--- src/rtl/axis_frame_vip.sv ---
// AXI-Stream video frame generator (4 patterns) plus an optional slave-side frame checker (AXIS_FRAME_VIP_CHECKER_EN).
// First beat one cycle after RUN is entered; a stalled beat (valid && !ready) holds data/last/user until accepted.
module axis_frame_vip #(
  parameter int DATA_BYTES = 1,
  parameter int IMG_WIDTH  = 64,
  parameter int IMG_HEIGHT = 48,
  parameter int NUM_FRAMES = 1,
  parameter int FRAME_GAP  = 4,
  localparam int DATA_BITS = 8 * DATA_BYTES
) (
  input  logic                 clk_i,
  input  logic                 rstn_i,
  input  logic                 start_i,
  input  logic [1:0]           mode_i,
  input  logic [DATA_BITS-1:0] const_i,
  output logic [DATA_BITS-1:0] axis_m_data_o,
  output logic                 axis_m_valid_o,
  input  logic                 axis_m_ready_i,
  output logic                 axis_m_last_o,
  output logic                 axis_m_user_o,
  input  logic [DATA_BITS-1:0] axis_s_data_i,
  input  logic                 axis_s_valid_i,
  output logic                 axis_s_ready_o,
  input  logic                 axis_s_last_i,
  input  logic                 axis_s_user_i,
  output logic                 busy_o,
  output logic                 done_o,
  output logic [15:0]          frame_cnt_o,
  output logic [15:0]          frames_rx_o,
  output logic                 err_last_o,
  output logic                 err_user_o
);

  localparam int XW = $clog2(IMG_WIDTH);
  localparam int YW = (IMG_HEIGHT > 1) ? $clog2(IMG_HEIGHT) : 1;
  localparam logic [XW-1:0] X_LAST = XW'(IMG_WIDTH - 1);
  localparam logic [YW-1:0] Y_LAST = YW'(IMG_HEIGHT - 1);

  typedef enum logic [1:0] {S_IDLE, S_RUN, S_GAP, S_DONE} state_t;

  state_t                state_q, state_d;
  logic                  valid_q;
  logic [XW-1:0]         x_q;
  logic [YW-1:0]         y_q;
  logic [15:0]           frame_cnt_q;
  logic [31:0]           run_frames_q;
  logic [15:0]           gap_q;
  logic [1:0]            mode_q;
  logic [DATA_BITS-1:0]  const_q;
  logic [DATA_BITS-1:0]  pix;

  logic start_ok, beat, eol, eof, frame_end, run_over, tile;

  assign start_ok  = start_i && (state_q == S_IDLE || state_q == S_DONE);
  assign beat      = valid_q && axis_m_ready_i;
  assign eol       = (x_q == X_LAST);
  assign eof       = eol && (y_q == Y_LAST);
  assign frame_end = beat && eof;
  // run_frames_q counts completed frames, so the frame now ending is the last one when it equals NUM_FRAMES-1
  assign run_over  = (NUM_FRAMES != 0) && (run_frames_q == 32'(NUM_FRAMES - 1));
  assign tile      = |(((32'(x_q) >> 3) ^ (32'(y_q) >> 3)) & 32'd1);

  always_ff @(posedge clk_i or negedge rstn_i) begin
    if (!rstn_i) state_q <= S_IDLE;
    else         state_q <= state_d;
  end

  always_comb begin
    state_d = state_q;
    case (state_q)
      S_IDLE, S_DONE: if (start_i) state_d = S_RUN;
      S_RUN: begin
        if (frame_end) begin
          if (run_over)            state_d = S_DONE;
          else if (FRAME_GAP == 0) state_d = S_RUN;
          else                     state_d = S_GAP;
        end
      end
      S_GAP:   if (gap_q == '0) state_d = S_RUN;
      default: state_d = S_IDLE;
    endcase
  end

  always_ff @(posedge clk_i or negedge rstn_i) begin
    if (!rstn_i) begin
      valid_q      <= 1'b0;
      x_q          <= '0;
      y_q          <= '0;
      frame_cnt_q  <= '0;
      run_frames_q <= '0;
      gap_q        <= '0;
      mode_q       <= '0;
      const_q      <= '0;
    end else if (start_ok) begin
      valid_q      <= 1'b0;
      x_q          <= '0;
      y_q          <= '0;
      frame_cnt_q  <= '0;
      run_frames_q <= '0;
      mode_q       <= mode_i;
      const_q      <= const_i;
    end else begin
      case (state_q)
        S_RUN: begin
          if (!valid_q) begin
            valid_q <= 1'b1;
          end else if (beat) begin
            x_q <= eol ? '0 : x_q + 1'b1;
            if (eol) y_q <= eof ? '0 : y_q + 1'b1;
            if (eof) begin
              frame_cnt_q  <= frame_cnt_q + 16'd1;
              run_frames_q <= run_frames_q + 32'd1;
              // gap of zero keeps valid high so the next frame follows without a bubble
              valid_q      <= (FRAME_GAP == 0) && !run_over;
              gap_q        <= 16'(FRAME_GAP - 1);
            end
          end
        end
        S_GAP: begin
          // raise valid on the RUN transition so the gap is exactly FRAME_GAP cycles
          if (gap_q == '0) valid_q <= 1'b1;
          else             gap_q   <= gap_q - 16'd1;
        end
        default: ;
      endcase
    end
  end

  always_comb begin
    pix = '0;
    case (mode_q)
      2'd0:    pix = DATA_BITS'(x_q) + DATA_BITS'(y_q) + DATA_BITS'(frame_cnt_q);
      2'd1:    pix = tile ? '1 : '0;
      2'd2:    pix = const_q;
      default: pix = DATA_BITS'(frame_cnt_q);
    endcase
  end

  assign axis_m_valid_o = valid_q;
  assign axis_m_data_o  = valid_q ? pix : '0;
  assign axis_m_last_o  = valid_q && eol;
  assign axis_m_user_o  = valid_q && (x_q == '0) && (y_q == '0);
  assign busy_o         = (state_q == S_RUN) || (state_q == S_GAP);
  assign done_o         = (state_q == S_DONE);
  assign frame_cnt_o    = frame_cnt_q;
  assign axis_s_ready_o = rstn_i;

`ifdef AXIS_FRAME_VIP_CHECKER_EN
  logic [XW-1:0] rx_x_q;
  logic [YW-1:0] rx_y_q;
  logic [15:0]   frames_rx_q;
  logic          err_last_q, err_user_q;
  logic          s_beat, rx_eol;
  logic          unused_s;

  assign s_beat   = axis_s_valid_i && axis_s_ready_o;
  assign rx_eol   = (rx_x_q == X_LAST);
  assign unused_s = ^axis_s_data_i;

  // position is tracked by beat count, so a misplaced last does not resynchronise the checker
  always_ff @(posedge clk_i or negedge rstn_i) begin
    if (!rstn_i) begin
      rx_x_q      <= '0;
      rx_y_q      <= '0;
      frames_rx_q <= '0;
      err_last_q  <= 1'b0;
      err_user_q  <= 1'b0;
    end else if (start_ok) begin
      rx_x_q      <= '0;
      rx_y_q      <= '0;
      frames_rx_q <= '0;
      err_last_q  <= 1'b0;
      err_user_q  <= 1'b0;
    end else if (s_beat) begin
      if (axis_s_last_i != rx_eol) err_last_q <= 1'b1;
      if (axis_s_user_i != ((rx_x_q == '0) && (rx_y_q == '0))) err_user_q <= 1'b1;
      if (axis_s_last_i && (rx_y_q == Y_LAST)) frames_rx_q <= frames_rx_q + 16'd1;
      rx_x_q <= rx_eol ? '0 : rx_x_q + 1'b1;
      if (rx_eol) rx_y_q <= (rx_y_q == Y_LAST) ? '0 : rx_y_q + 1'b1;
    end
  end

  assign frames_rx_o = frames_rx_q;
  assign err_last_o  = err_last_q;
  assign err_user_o  = err_user_q;
`else
  logic unused_s;
  assign unused_s    = ^{axis_s_data_i, axis_s_valid_i, axis_s_last_i, axis_s_user_i};
  assign frames_rx_o = '0;
  assign err_last_o  = 1'b0;
  assign err_user_o  = 1'b0;
`endif

endmodule
--- config.mk ---
export PLATFORM = sky130hd
export DESIGN_NAME = axis_frame_vip
export DESIGN_NICKNAME = d
export VERILOG_FILES = /design/src/rtl/axis_frame_vip.sv
export SDC_FILE = /design/constraint.sdc
export NUM_CORES = 1
export LEC_CHECK = 0
export ABC_AREA = 0
export BUFFER_PORTS_ARGS = -buffer_cell sky130_fd_sc_hd__buf_2
export CAP_MARGIN = 0
export CORE_MARGIN = 8
export CORE_UTILIZATION = 44
export DETAILED_ROUTE_END_ITERATION = 7
export GPL_ROUTABILITY_DRIVEN = 1
export GPL_TIMING_DRIVEN = 1
export PLACE_DENSITY = 0.72
export SLEW_MARGIN = 0
export SYNTH_ARGS = -nofsm -noshare
export SYNTH_HDL_FRONTEND = slang
export SYNTH_SLANG_ARGS = --single-unit
--- constraint.sdc ---
create_clock -name clk_i -period 2.8 [get_ports clk_i]
set_clock_uncertainty 0.1 [all_clocks]
set_input_delay 0.56 -clock clk_i [delete_from_list [all_inputs] [get_ports clk_i]]
set_output_delay 0.56 -clock clk_i [all_outputs]
set_load 0.01 [all_outputs]
# Word-level counts from Yosys, hierarchy flattened

Index checks and enable logic that the tools add are counted.

Add/sub/neg operators: 7
Bitwise operators: 2
Reduce and logical (&&, ||, !) cells: 29
Equality and inequality tests: 15
Muxes and demuxes: 40

Operators with widths:

| operator                | count |
|---|---|
| $mux W32                | 5 |
| $mux W16                | 9 |
| $mux W6                 | 11 |
| $add A32 B1 Y32 const B | 1 |
| $logic_not A32 Y1       | 1 |
| $pmux W16 S2            | 1 |
| $pmux W8 S3             | 1 |
| $add A16 B1 Y16 const B | 1 |
| $logic_not A16 Y1       | 1 |
| $mux W8                 | 2 |
| $sub A16 B1 Y16 const B | 1 |
| $ne A2 B2 Y1 const B    | 7 |
| $add A6 B1 Y6 const B   | 2 |
| $eq A6 B6 Y1 const B    | 2 |
| $logic_not A6 Y1        | 2 |
| $reduce_bool A2 Y1      | 6 |
| $add A7 B8 Y8           | 1 |
| $reduce_and A4 Y1       | 2 |
| $add A6 B6 Y7           | 1 |
| $logic_and A1 B1 Y1     | 7 |
| $eq A2 B2 Y1 const B    | 3 |
| $mux W1                 | 6 |
| $mux W2                 | 3 |
| $pmux W2 S3             | 1 |
| other kinds (12)        | 16 |

Logic and storage cells: 102
Output and inout port bits: 48
Bits in registers: 89
Bits of input ports: 25

# Longest topological paths before layout

Depth in word-level cells: 8
Depth in mapped cells: 9
Mapped depth without buffers: 9

# Worst setup path before layout

OpenSTA, ideal clock, no wires.

Kind: register -> output
Start point: reg frame_cnt_q[1], in the netlist frame_cnt_o[1]
End point: out axis_m_data_o[5]
Arrival time: 2,629 ps
Required time: 2,140 ps
Slack: -489 ps
Stages on the path, launching flop included: 10
Cell sequence: dfrtp_1 > fa_1 > ha_1 > inv_1 > fa_1 > nand2b_1 > nand2b_1 > a211oi_1 > or4_1 > a31oi_1

Longest elaborated chain between the ends: 3

RTL lines:

| item                   | RTL line | text |
|---|---|---|
| from (decl)            | 45       | `logic [15:0] frame_cnt_q;` |
| from (signal assigned) | 111      | `frame_cnt_q <= frame_cnt_q + 16'd1;` |
| $add A7 B8 Y8          | 132      | `2'd0: pix = DATA_BITS'(x_q) + DATA_BITS'(y_q) + DATA_BITS'(frame_cnt_q);` |
| $pmux W8 S3            | 131      | `case (mode_q)` |
| $mux W8                | 140      | `assign axis_m_data_o = valid_q ? pix : '0;` |
| to (decl)              | 16       | `output logic [DATA_BITS-1:0] axis_m_data_o,` |

Every way passes these cells.

# Worst setup path in the final report

Start point: reg y_q[1]
End point: out axis_m_data_o[5]

Longest elaborated chain between the ends: 4

RTL lines:

| item                   | RTL line | text |
|---|---|---|
| from (decl)            | 44       | `logic [YW-1:0] y_q;` |
| from (signal assigned) | 109      | `if (eol) y_q <= eof ? '0 : y_q + 1'b1;` |
| $add A6 B6 Y7          | 132      |  |
| $add A7 B8 Y8          | 132      |  |
| $pmux W8 S3            | 131      |  |
| $mux W8                | 140      |  |

Every way passes these cells.

==> results.toml <==
[status]
status = "finished, violations left"
failed_checks = "setup timing"

[global_routing]
grt_max_degree = 90
track_usage_pct = 17.53
antenna_found_initial = 0
grt_pass1_vias = 4695
grt_first_pass_wirelength_um = 23420
grt_overflow = 0

[floorplanning]
num_rows = 41
die_x_um = 128.9
die-area_um2 = 16610
start_util_pct = 44.78
top_level_ports = 73
chipHeight_um = 128.9
core_region_area_um2 = 12520

[timing]
worst_pin_slew_ps = 677.8
slew_headroom_pct = 54.33
hold_viol_final = 0
post-route-min-period_ps = 3548
fmax_mhz = 281.8
slew_viol_final = 0
finalSetupViolCount = 6
rsz0062_at_grt = "true"
post-route-period-util_pct = 126.7
fin_ws_ps = -748.0
whs_ps = 155.2

[routing]
drt_iter0_markers = 444
dr_wl_met3_um = 716
drtAntennaViolNets = 0
drt_wl_total_um = 14200
firstDrtPassIters = 7
vias_per_cell = 5.714
wl_per_cell_um = 16.36
routedLengthMet1_um = 6474
vias = 4960
top_layer = "met4"
dr_wl_met2_um = 6720
drcViolationCount = 0

[flow_run]
cap_violations = 0

[synth]
synth_area_um2 = 5605
synth_cell_types = 63
yosysWarnings = 0
syn_inst = 623
synthFlopType = "dfrtp_1"
synth_edf_count = 0
async_reset_ff_share_pct = 100.0
ys_ff_latch = 89
ys_seq_area_share_pct = 39.73
syn_avg_cell_area_um2 = 8.997

[clock_network]
cts_hold_buffers = 0
cts_tree = "built"
clk_path_buf_depth = 2
clk_pin_slew_worst_paths_ps = 60
clkLatencyLatePin_ps = 350
cts_sinks = 89
root_buffer = "clkbuf_16"
htree_num_levels = 3
numCtsBuffers = 9

[pwr]
switching_share_pct = 28.56
p_per_area_nw_per_um2 = 463.1
leakage_nw = 3.085
pwr-share-seq_pct = 44.6
power.total_mw = 3.033
p_clk_share_pct = 37.3
ir_worst_vdd_v = 0.0002914
combPwrFrac_pct = 18.1
power.internal_mw = 2.167
power_switching_mw = 0.8664

[setup_path]
crit_path_end_kind = "primary output"
r2r_setup_slack_ps = 170
critPathMaxFanout = 2
cpMaxStageDelayCell = "fa_1"
required_ps = 2140
crit_buf_inv = 2
arrival_ps = 2890
cp-start-kind = "flip-flop"
cpPeakStageDelay_ps = 540
cp_top_family = "adder cells"
crit_chain = "fa_1, ha_2, inv_2, fa_2, nand2b_4, nand2b_1, a211oi_1, or4_1, a31oi_2, buf_2"
timing_worst_setup_path_type = "flip-flop to primary output"
ff2ff_path_depth = 9
crit_cells = 10

[layout]
area_growth_pct = 16.85
insertedDiodeCount = 0
final_nets = 741
finalInstanceArea_um2 = 6550
drive_above_1_share_pct = 18.53
fill_cells = 1179
layoutNonFillerInstCount = 868

[place]
portBuffers = 43
place_congestion = 0.8778
place_ws_ps = -404.6
dpl.hpwl_um = 10150
post-place-cells = 851
placed_area_um2 = 6237

[hold_path]
hold_path_class = "primary input to async pin"
==> worst reg2reg max path, stage by stage, from the launching register on <==
cell and delay, ps:
dfrtp_1 370, buf_4 120, buf_4 110, ha_1 200
and3b_1 240, and4_1 280, buf_12 210, o211ai_1 260
or4_1 490, a21oi_1 170
==> cells by family after synthesis <==
| logic type | after synthesis | synth area share, % |
|---|---|---|
| compound gates | 157 | 18.62 |
| buf+inv | 71 | 6.116 |
| xor+xnor | 31 | 4.844 |
| fa+ha+maj | 24 | 6.294 |
| simple gates | 246 | 23.59 |
| mux | 4 | 0.7366 |
| other cells | 1 | 0.06690 |
| flops | 89 | 39.73 |
==> layout make-up <==
class | instances | area (um^2) | share of cell area (%)
clock buffers | 10 | 229.0 | 3.496
clock inverters | 5 | 41.29 | 0.6304
inverters | 24 | 90.09 | 1.375
multi-input cells | 480 | 3157 | 48.19
flip-flops and latches | 89 | 2231 | 34.06
well taps | 172 | 215.2 | 3.286
repair buffers | 88 | 586.8 | 8.959
==> registers in the layout (all words and copies together), names as in the netlist <==
name,flops
state_q,2
x_q,6
frame_cnt_o,16
gap_q,16
axis_m_valid_o,1
const_q,8
run_frames_q,32
y_q,6
mode_q,2
==> power by group through the flow <==
| stage | sequential, mW | combinational [mW] | clock [mW] |
|---|---|---|---|
| floorplan | 1.40 | 0.283 | 0 |
| CTS | 1.35 | 0.544 | 1.15 |
| finish | 1.35 | 0.550 | 1.13 |
| global route | 1.36 | 0.606 | 1.21 |
| detailed placement | 1.38 | 0.535 | 0 |
| global placement | 1.38 | 0.529 | 0 |
==> path summary, 6_finish.rpt <==
kind,startpoint,endpoint
setup / recovery,y_q[1],axis_m_data_o[5]
hold / removal,rstn_i,gap_q[8]
setup reg to reg,y_q[1],run_frames_q[23]
hold reg to reg,gap_q[11],gap_q[11]
max in group asynchronous,rstn_i,frame_cnt_o[2]
min in group clk_i,const_i[5],const_q[5]
==> repair_timing <==
item | in CTS | in global routing
buffers inserted | 1 | 1
pin swaps | 4 | 5
gates resized for setup | 5 | 3
endpoints found under the setup margin | 6 | 8
==> placed cells by master (no fill, tap or decap), drive strengths merged, types with 13 or more instances in the layout <==
master,n
o31ai,20
o211ai,17
inv,25
conb,18
ha,17
dfrtp,89
or4,13
nor2,51
xor2,24
nand2,78
o21ai,40
buf,88
a21oi,37
==> cell usage after synthesis (6+ instances only) <==
| cell type | number | area (um^2) |
|---|---|---|
| a21oi_1 | 37 | 185.2 |
| nand3_1 | 12 | 60.06 |
| nand2b_1 | 7 | 43.79 |
| or4_1 | 13 | 97.59 |
| clkbuf_1 | 19 | 71.32 |
| and2_1 | 7 | 43.79 |
| fa_1 | 7 | 140.1 |
| o31ai_1 | 20 | 150.1 |
| nor4_1 | 10 | 62.56 |
| xnor2_1 | 7 | 61.31 |
| o211ai_1 | 17 | 127.6 |
| nand2_1 | 78 | 292.8 |
| o2111ai_1 | 9 | 78.83 |
| o21ai_0 | 36 | 180.2 |
| ha_1 | 17 | 212.7 |
| xor2_1 | 24 | 210.2 |
| dfrtp_1 | 89 | 2227 |
| nor3_1 | 11 | 55.05 |
| buf_4 | 19 | 142.6 |
| or3_1 | 12 | 75.07 |
| nor2_1 | 51 | 191.4 |
| nand4_1 | 6 | 37.54 |
| and4_1 | 9 | 78.83 |
| and3_1 | 8 | 50.05 |
| inv_1 | 24 | 90.09 |
==> layer usage <==
metal,up-vias,track usage (%)
met5,-,0
met4,0,7.809
met3,18,3.517
met2,145,27.16
met1,2423,23.22
li1,2374,-
==> stage by stage <==
| stage | utilization (%) | TNS [ps] |
|---|---|---|
| floorplan | - | -425.3 |
| global placement | 49.83 | -1126 |
| detailed placement | 49.83 | -1329 |
| CTS | 52.23 | -3297 |
| global route | 52.33 | -3933 |
| finish | 52.33 | -3207 |
Note: power is estimated with default switching activity, not from simulation.
